==> src/rtl/spi_target_pkg.sv <==
// spi_target_pkg: frame-state encoding and fixed register addresses shared by the SPI target.
package spi_target_pkg;

   typedef enum logic [1:0] {
      IDLE = 2'd0,
      CMD  = 2'd1,
      DATA = 2'd2
   } spi_state_t;

   localparam int CMD_RD_BIT  = 7;
   localparam int STATUS_ADDR = 15;
   localparam int CTRL_ADDR   = 0;

endpackage

==> src/rtl/spi_edge_sync.sv <==
// spi_edge_sync: multi-flop synchronizer for one asynchronous pin with registered rise/fall strobes.
// The level output is delayed to line up with the strobes, so level and edge change in the same cycle.
module spi_edge_sync #(
   parameter int   SYNC_STAGES = 2,
   parameter logic RESET_VAL   = 1'b0
) (
   input  logic clk,
   input  logic rst,
   input  logic din,
   output logic level,
   output logic rise,
   output logic fall
);

   logic [SYNC_STAGES-1:0] sync_reg;
   logic                   level_reg;
   logic                   rise_reg;
   logic                   fall_reg;
   logic                   sync_out;

   assign sync_out = sync_reg[SYNC_STAGES-1];

   always_ff @(posedge clk or negedge rst) begin
      if (!rst) begin
         sync_reg  <= {SYNC_STAGES{RESET_VAL}};
         level_reg <= RESET_VAL;
         rise_reg  <= 1'b0;
         fall_reg  <= 1'b0;
      end else begin
         sync_reg[0] <= din;
         for (int i = 1; i < SYNC_STAGES; i++) begin
            sync_reg[i] <= sync_reg[i-1];
         end
         level_reg <= sync_out;
         rise_reg  <= sync_out & ~level_reg;
         fall_reg  <= ~sync_out & level_reg;
      end
   end

   assign level = level_reg;
   assign rise  = rise_reg;
   assign fall  = fall_reg;

endmodule

==> src/rtl/spi_target_regs.sv <==
// spi_target_regs: mode-0 SPI target exposing a 16x8 register file (reg 0 = ctrl, reg 15 = status).
// Build option SPI_TARGET_AUTOINC_EN: when defined the address advances after every data byte.
module spi_target_regs
   import spi_target_pkg::*;
#(
   parameter int ADDR_W      = 4,
   parameter int SYNC_STAGES = 2
) (
   input  logic              clk,
   input  logic              rst,
   input  logic              sclk,
   input  logic              mosi,
   input  logic              cs_n,
   output logic              miso_o,
   output logic              miso_oe,
   input  logic [7:0]        status,
   output logic [7:0]        ctrl,
   output logic              wr_stb,
   output logic [ADDR_W-1:0] wr_addr,
   output logic [7:0]        wr_data,
   output logic              busy
);

   localparam int                NUM_REGS = 1 << ADDR_W;
   localparam logic [ADDR_W-1:0] STAT_A   = ADDR_W'(STATUS_ADDR);
   localparam logic [ADDR_W-1:0] CTRL_A   = ADDR_W'(CTRL_ADDR);
`ifdef SPI_TARGET_AUTOINC_EN
   localparam logic [ADDR_W-1:0] ADDR_STEP = ADDR_W'(1);
`else
   localparam logic [ADDR_W-1:0] ADDR_STEP = '0;
`endif

   logic sclk_level, sclk_rise, sclk_fall;
   logic cs_level, cs_rise, cs_fall;
   logic mosi_level, mosi_rise, mosi_fall;
   logic unused_sync;

   spi_edge_sync #(.SYNC_STAGES(SYNC_STAGES), .RESET_VAL(1'b0)) u_sclk_sync (
      .clk   (clk),
      .rst   (rst),
      .din   (sclk),
      .level (sclk_level),
      .rise  (sclk_rise),
      .fall  (sclk_fall)
   );

   spi_edge_sync #(.SYNC_STAGES(SYNC_STAGES), .RESET_VAL(1'b1)) u_cs_sync (
      .clk   (clk),
      .rst   (rst),
      .din   (cs_n),
      .level (cs_level),
      .rise  (cs_rise),
      .fall  (cs_fall)
   );

   spi_edge_sync #(.SYNC_STAGES(SYNC_STAGES), .RESET_VAL(1'b0)) u_mosi_sync (
      .clk   (clk),
      .rst   (rst),
      .din   (mosi),
      .level (mosi_level),
      .rise  (mosi_rise),
      .fall  (mosi_fall)
   );

   assign unused_sync = &{1'b0, sclk_level, cs_rise, mosi_rise, mosi_fall};

   spi_state_t        state_reg, state_next;
   logic [2:0]        bit_cnt_reg;
   logic [6:0]        rx_shift_reg;
   logic [7:0]        tx_shift_reg;
   logic [ADDR_W-1:0] addr_reg;
   logic              rd_frame_reg;
   logic [7:0]        regs [NUM_REGS];
   logic              wr_stb_reg;
   logic [ADDR_W-1:0] wr_addr_reg;
   logic [7:0]        wr_data_reg;

   logic              active;
   logic              byte_done;
   logic [7:0]        rx_byte;
   logic [7:0]        rd_value;
   logic [ADDR_W-1:0] cmd_addr;
   logic [ADDR_W-1:0] rd_sel;

   assign active    = (state_reg != IDLE) && !cs_level;
   assign rx_byte   = {rx_shift_reg, mosi_level};
   assign byte_done = active && sclk_rise && (bit_cnt_reg == 3'd7);
   assign cmd_addr  = rx_byte[ADDR_W-1:0];
   assign rd_sel    = (state_reg == CMD) ? cmd_addr : addr_reg;
   assign rd_value  = (rd_sel == STAT_A) ? status : regs[rd_sel];

   always_ff @(posedge clk or negedge rst) begin
      if (!rst) begin
         state_reg <= IDLE;
      end else begin
         state_reg <= state_next;
      end
   end

   always_comb begin
      state_next = state_reg;
      case (state_reg)
         IDLE:    if (cs_fall) state_next = CMD;
         CMD:     if (byte_done) state_next = DATA;
         DATA:    state_next = DATA;
         default: state_next = IDLE;
      endcase
      if (cs_level) state_next = IDLE;
   end

   // The fall right after a byte boundary (bit count back at 0) must not shift,
   // otherwise the freshly loaded MSB would be lost before the controller samples it.
   always_ff @(posedge clk or negedge rst) begin
      if (!rst) begin
         bit_cnt_reg  <= '0;
         rx_shift_reg <= '0;
         tx_shift_reg <= '0;
         addr_reg     <= '0;
         rd_frame_reg <= 1'b0;
         wr_stb_reg   <= 1'b0;
         wr_addr_reg  <= '0;
         wr_data_reg  <= '0;
         for (int i = 0; i < NUM_REGS; i++) begin
            regs[i] <= '0;
         end
      end else begin
         wr_stb_reg <= 1'b0;
         if (!active) begin
            bit_cnt_reg  <= '0;
            tx_shift_reg <= '0;
            rd_frame_reg <= 1'b0;
         end else begin
            if (sclk_rise) begin
               rx_shift_reg <= rx_byte[6:0];
               bit_cnt_reg  <= bit_cnt_reg + 3'd1;
            end
            if (sclk_fall && rd_frame_reg && (bit_cnt_reg != 3'd0)) begin
               tx_shift_reg <= {tx_shift_reg[6:0], 1'b0};
            end
            if (byte_done) begin
               if (state_reg == CMD) begin
                  rd_frame_reg <= rx_byte[CMD_RD_BIT];
                  if (rx_byte[CMD_RD_BIT]) begin
                     tx_shift_reg <= rd_value;
                     addr_reg     <= cmd_addr + ADDR_STEP;
                  end else begin
                     addr_reg <= cmd_addr;
                  end
               end else if (rd_frame_reg) begin
                  tx_shift_reg <= rd_value;
                  addr_reg     <= addr_reg + ADDR_STEP;
               end else begin
                  if (addr_reg != STAT_A) begin
                     regs[addr_reg] <= rx_byte;
                     wr_stb_reg     <= 1'b1;
                     wr_addr_reg    <= addr_reg;
                     wr_data_reg    <= rx_byte;
                  end
                  addr_reg <= addr_reg + ADDR_STEP;
               end
            end
         end
      end
   end

   assign miso_o  = tx_shift_reg[7];
   assign miso_oe = (state_reg != IDLE);
   assign busy    = ~cs_level;
   assign ctrl    = regs[CTRL_A];
   assign wr_stb  = wr_stb_reg;
   assign wr_addr = wr_addr_reg;
   assign wr_data = wr_data_reg;

endmodule

==> config.mk <==
export PLATFORM = sky130hd
export DESIGN_NAME = spi_target_regs
export DESIGN_NICKNAME = d
export VERILOG_FILES = /design/src/rtl/spi_target_pkg.sv /design/src/rtl/spi_edge_sync.sv /design/src/rtl/spi_target_regs.sv
export SDC_FILE = /design/constraint.sdc
export NUM_CORES = 1
export LEC_CHECK = 0
export ABC_AREA = 0
export BUFFER_PORTS_ARGS = -buffer_cell sky130_fd_sc_hd__buf_4
export CORE_UTILIZATION = 45
export DETAILED_ROUTE_END_ITERATION = 8
export SYNTH_ARGS = -nofsm -noshare
export SYNTH_HDL_FRONTEND = slang
export SYNTH_SLANG_ARGS = --single-unit
export TNS_END_PERCENT = 5
==> constraint.sdc <==
create_clock -name clk -period 3.8 [get_ports clk]
set_input_delay 0.57 -clock clk [delete_from_list [all_inputs] [get_ports clk]]
set_output_delay 0.57 -clock clk [all_outputs]
set_load 0.01 [all_outputs]
==> metrics.cfg <==
[placed_design]
place_ws_ns=0.579
portBuffers=36
placed_cell_area_um2=9550
place.gp.congestion=0.832
dpl.hpwl_mm=16.3

[detailed_routing]
drtAntennaViolNets=0
first_iter_violations=597
drcViolationCount=0
routed_wirelength_mm=25.4
dr_total_vias=6850
first_pass_iters=5
viasPerCell=6.18
wl_per_cell_um=23.0

[global_routing]
grt_pass1_vias=6943
grt_pass1_wl_mm=39.7
track_usage=0.262
grt_max_degree=79
grt_overflow=0
antenna_found_initial=0

[floorplan]
io_pins=37
std_cell_rows=51
die_w_um=144
die_y_um=144
start_util=0.462
core_area_um2=19600
die_area_um2=20700

[synthesis]
synth_top_family_by_area=compound AO/OA/AOI/OAI gates
yosysSeqAreaShare=0.493
synth_mux_area_frac=0.178
synth_compound_area_frac=0.190
synth_cell_types=56
synth_fp_nets=850
syn_area_per_cell_um2=10.9
yosysWarnings=0
synth_edf_count=0
ys_seq_elements=178
synth-async-reset-ratio=1.00
synthSimpleGateAreaFrac=0.0779
mappedNetlistArea_um2=9040
synthXorXnorAreaFrac=0.000969
syn_inst=831
synth_flop_cell=dfrtp_1
synth_adder_area_share=0.00830

[power_and_ir_drop]
p_total_uw=5200
ir_drop_uv=313
powerDensity_nw_per_um2=512
p_leak_uw=0.00458

[clock_tree]
htreeDepth=4
post_cts_buffers=0
clkSlewWorstSetupHoldPaths_ns=0.07
clock_latency_ns=0.44
cts_buffers=17
root_buffer=clkbuf_16
clockBufferDepth=2
cts_tree=built
ctsResizeCount=0
cts_hold_buf=0
clkSinkCount=178

[finish]
design_area_um2=10100
regMostFlops=regs
final_cell_mix=dfrtp_1, mux2_2, a21oi_1, buf_4
antenna_cells=0
largest_register_ffs=120
drive_above_1_share=0.294
layout_commonest_cell=dfrtp_1
fin_util=0.518
layout.nets=849
syn2layout_area_growth_pct=12.2

[sta]
worstMarginPinSlew_ns=1.02
fin_setup_tns_ns=0
slew_violations=0
fin_crit_sh=0.853
skew_ns=0.0109
hold_viol_final=0
layout_setup_ws_ns=0.560
layout_min_cycle_time_ns=3.24
max-slew-margin-rel=0.319
rsz0062_at_grt=no
fmax_mhz=309
setup_viol=0

[setup_path]
crit_fanout=9
crit_arrival_ns=3.56
cp-start-kind=register
critical_path_class=reg -> reg
reg2reg_from=state_reg[0]
crit_path_end_kind=register
r2r_slack_ns=0.56
reg2reg_to=regs[94]
reg2reg_depth=8
cp.required_ns=4.12

[hold_path]
hp-class=in -> async

[flow_run]
maxCapViolations=0

[outcome]
status=completed

==> area by class of cell <==
cell class | instances | area, µm²
clock buffers | 17 | 425
fillers | 1749 | 9440
repair buffers | 64 | 497
well taps | 265 | 332
clock inverters | 15 | 175
inverters | 32 | 120
flip-flops and latches | 178 | 4460
multi-input cells | 537 | 4140
==> worst max-delay path: stages, from the launching register on <==
cell and delay (ns):
dfrtp_1 0.40, inv_1 0.09, ha_1 0.31, nor3b_4 0.23, nand2_2 0.16, or4_1 0.54
or3b_1 0.58, nor3_4 0.41, mux2_2 0.40
==> stage by stage <==
step                hold slack, ns  cells
global route                 0.217   1108
CTS                          0.212   1108
global placement             0.335   1076
detailed placement           0.338   1076
floorplan                    0.274    831
finish                       0.167   1108
==> cell usage after synthesis, types with 14 or more instances <==
cell	number	area, µm²
a21oi_1	69	345
o21ai_0	46	230
dfrtp_1	175	4380
nor2_1	16	60.1
inv_1	31	116
mux2_2	126	1420
clkbuf_1	58	218
a211oi_1	42	315
mux2i_1	19	190
buf_1	14	52.6
nand2_1	46	173
o211ai_1	16	120
a31oi_1	14	87.6
nand2b_1	16	100
==> power by group <==
part / total, µW / internal [µW] / switching [µW]
clock: 1810 / 991 / 817
sequential: 2020 / 1920 / 93.6
combinational: 1370 / 443 / 930
total: 5200 / 3360 / 1840
==> layer usage <==
layer | routed length (µm) | vias up | track usage
met1 | 11000 | 3497 | 0.345
li1 | - | 3051 | -
met2 | 12000 | 259 | 0.418
met4 | 771 | 0 | 0.110
met3 | 1720 | 43 | 0.0560
met5 | 0 | - | 0
==> worst max-delay path by stage <==
stage | start | to | depth (start not counted)
after detailed placement | state_reg[0] | regs[94] | 8
after CTS | state_reg[0] | regs[94] | 8
after global routing | state_reg[0] | regs[94] | 8
final | state_reg[0] | regs[94] | 8
after floorplan | state_reg[1] | regs[88] | 11
after global placement | state_reg[0] | regs[89] | 8
==> logic make-up after synthesis <==
logic type,after synthesis
and+or+nand+nor,124
DFF,178
AOI/OAI and AO/OA,261
buffers and inverters,116
adders and majority gates,6
xor gates and xnor gates,1
muxes,145
(Power assumes the default switching activity.)
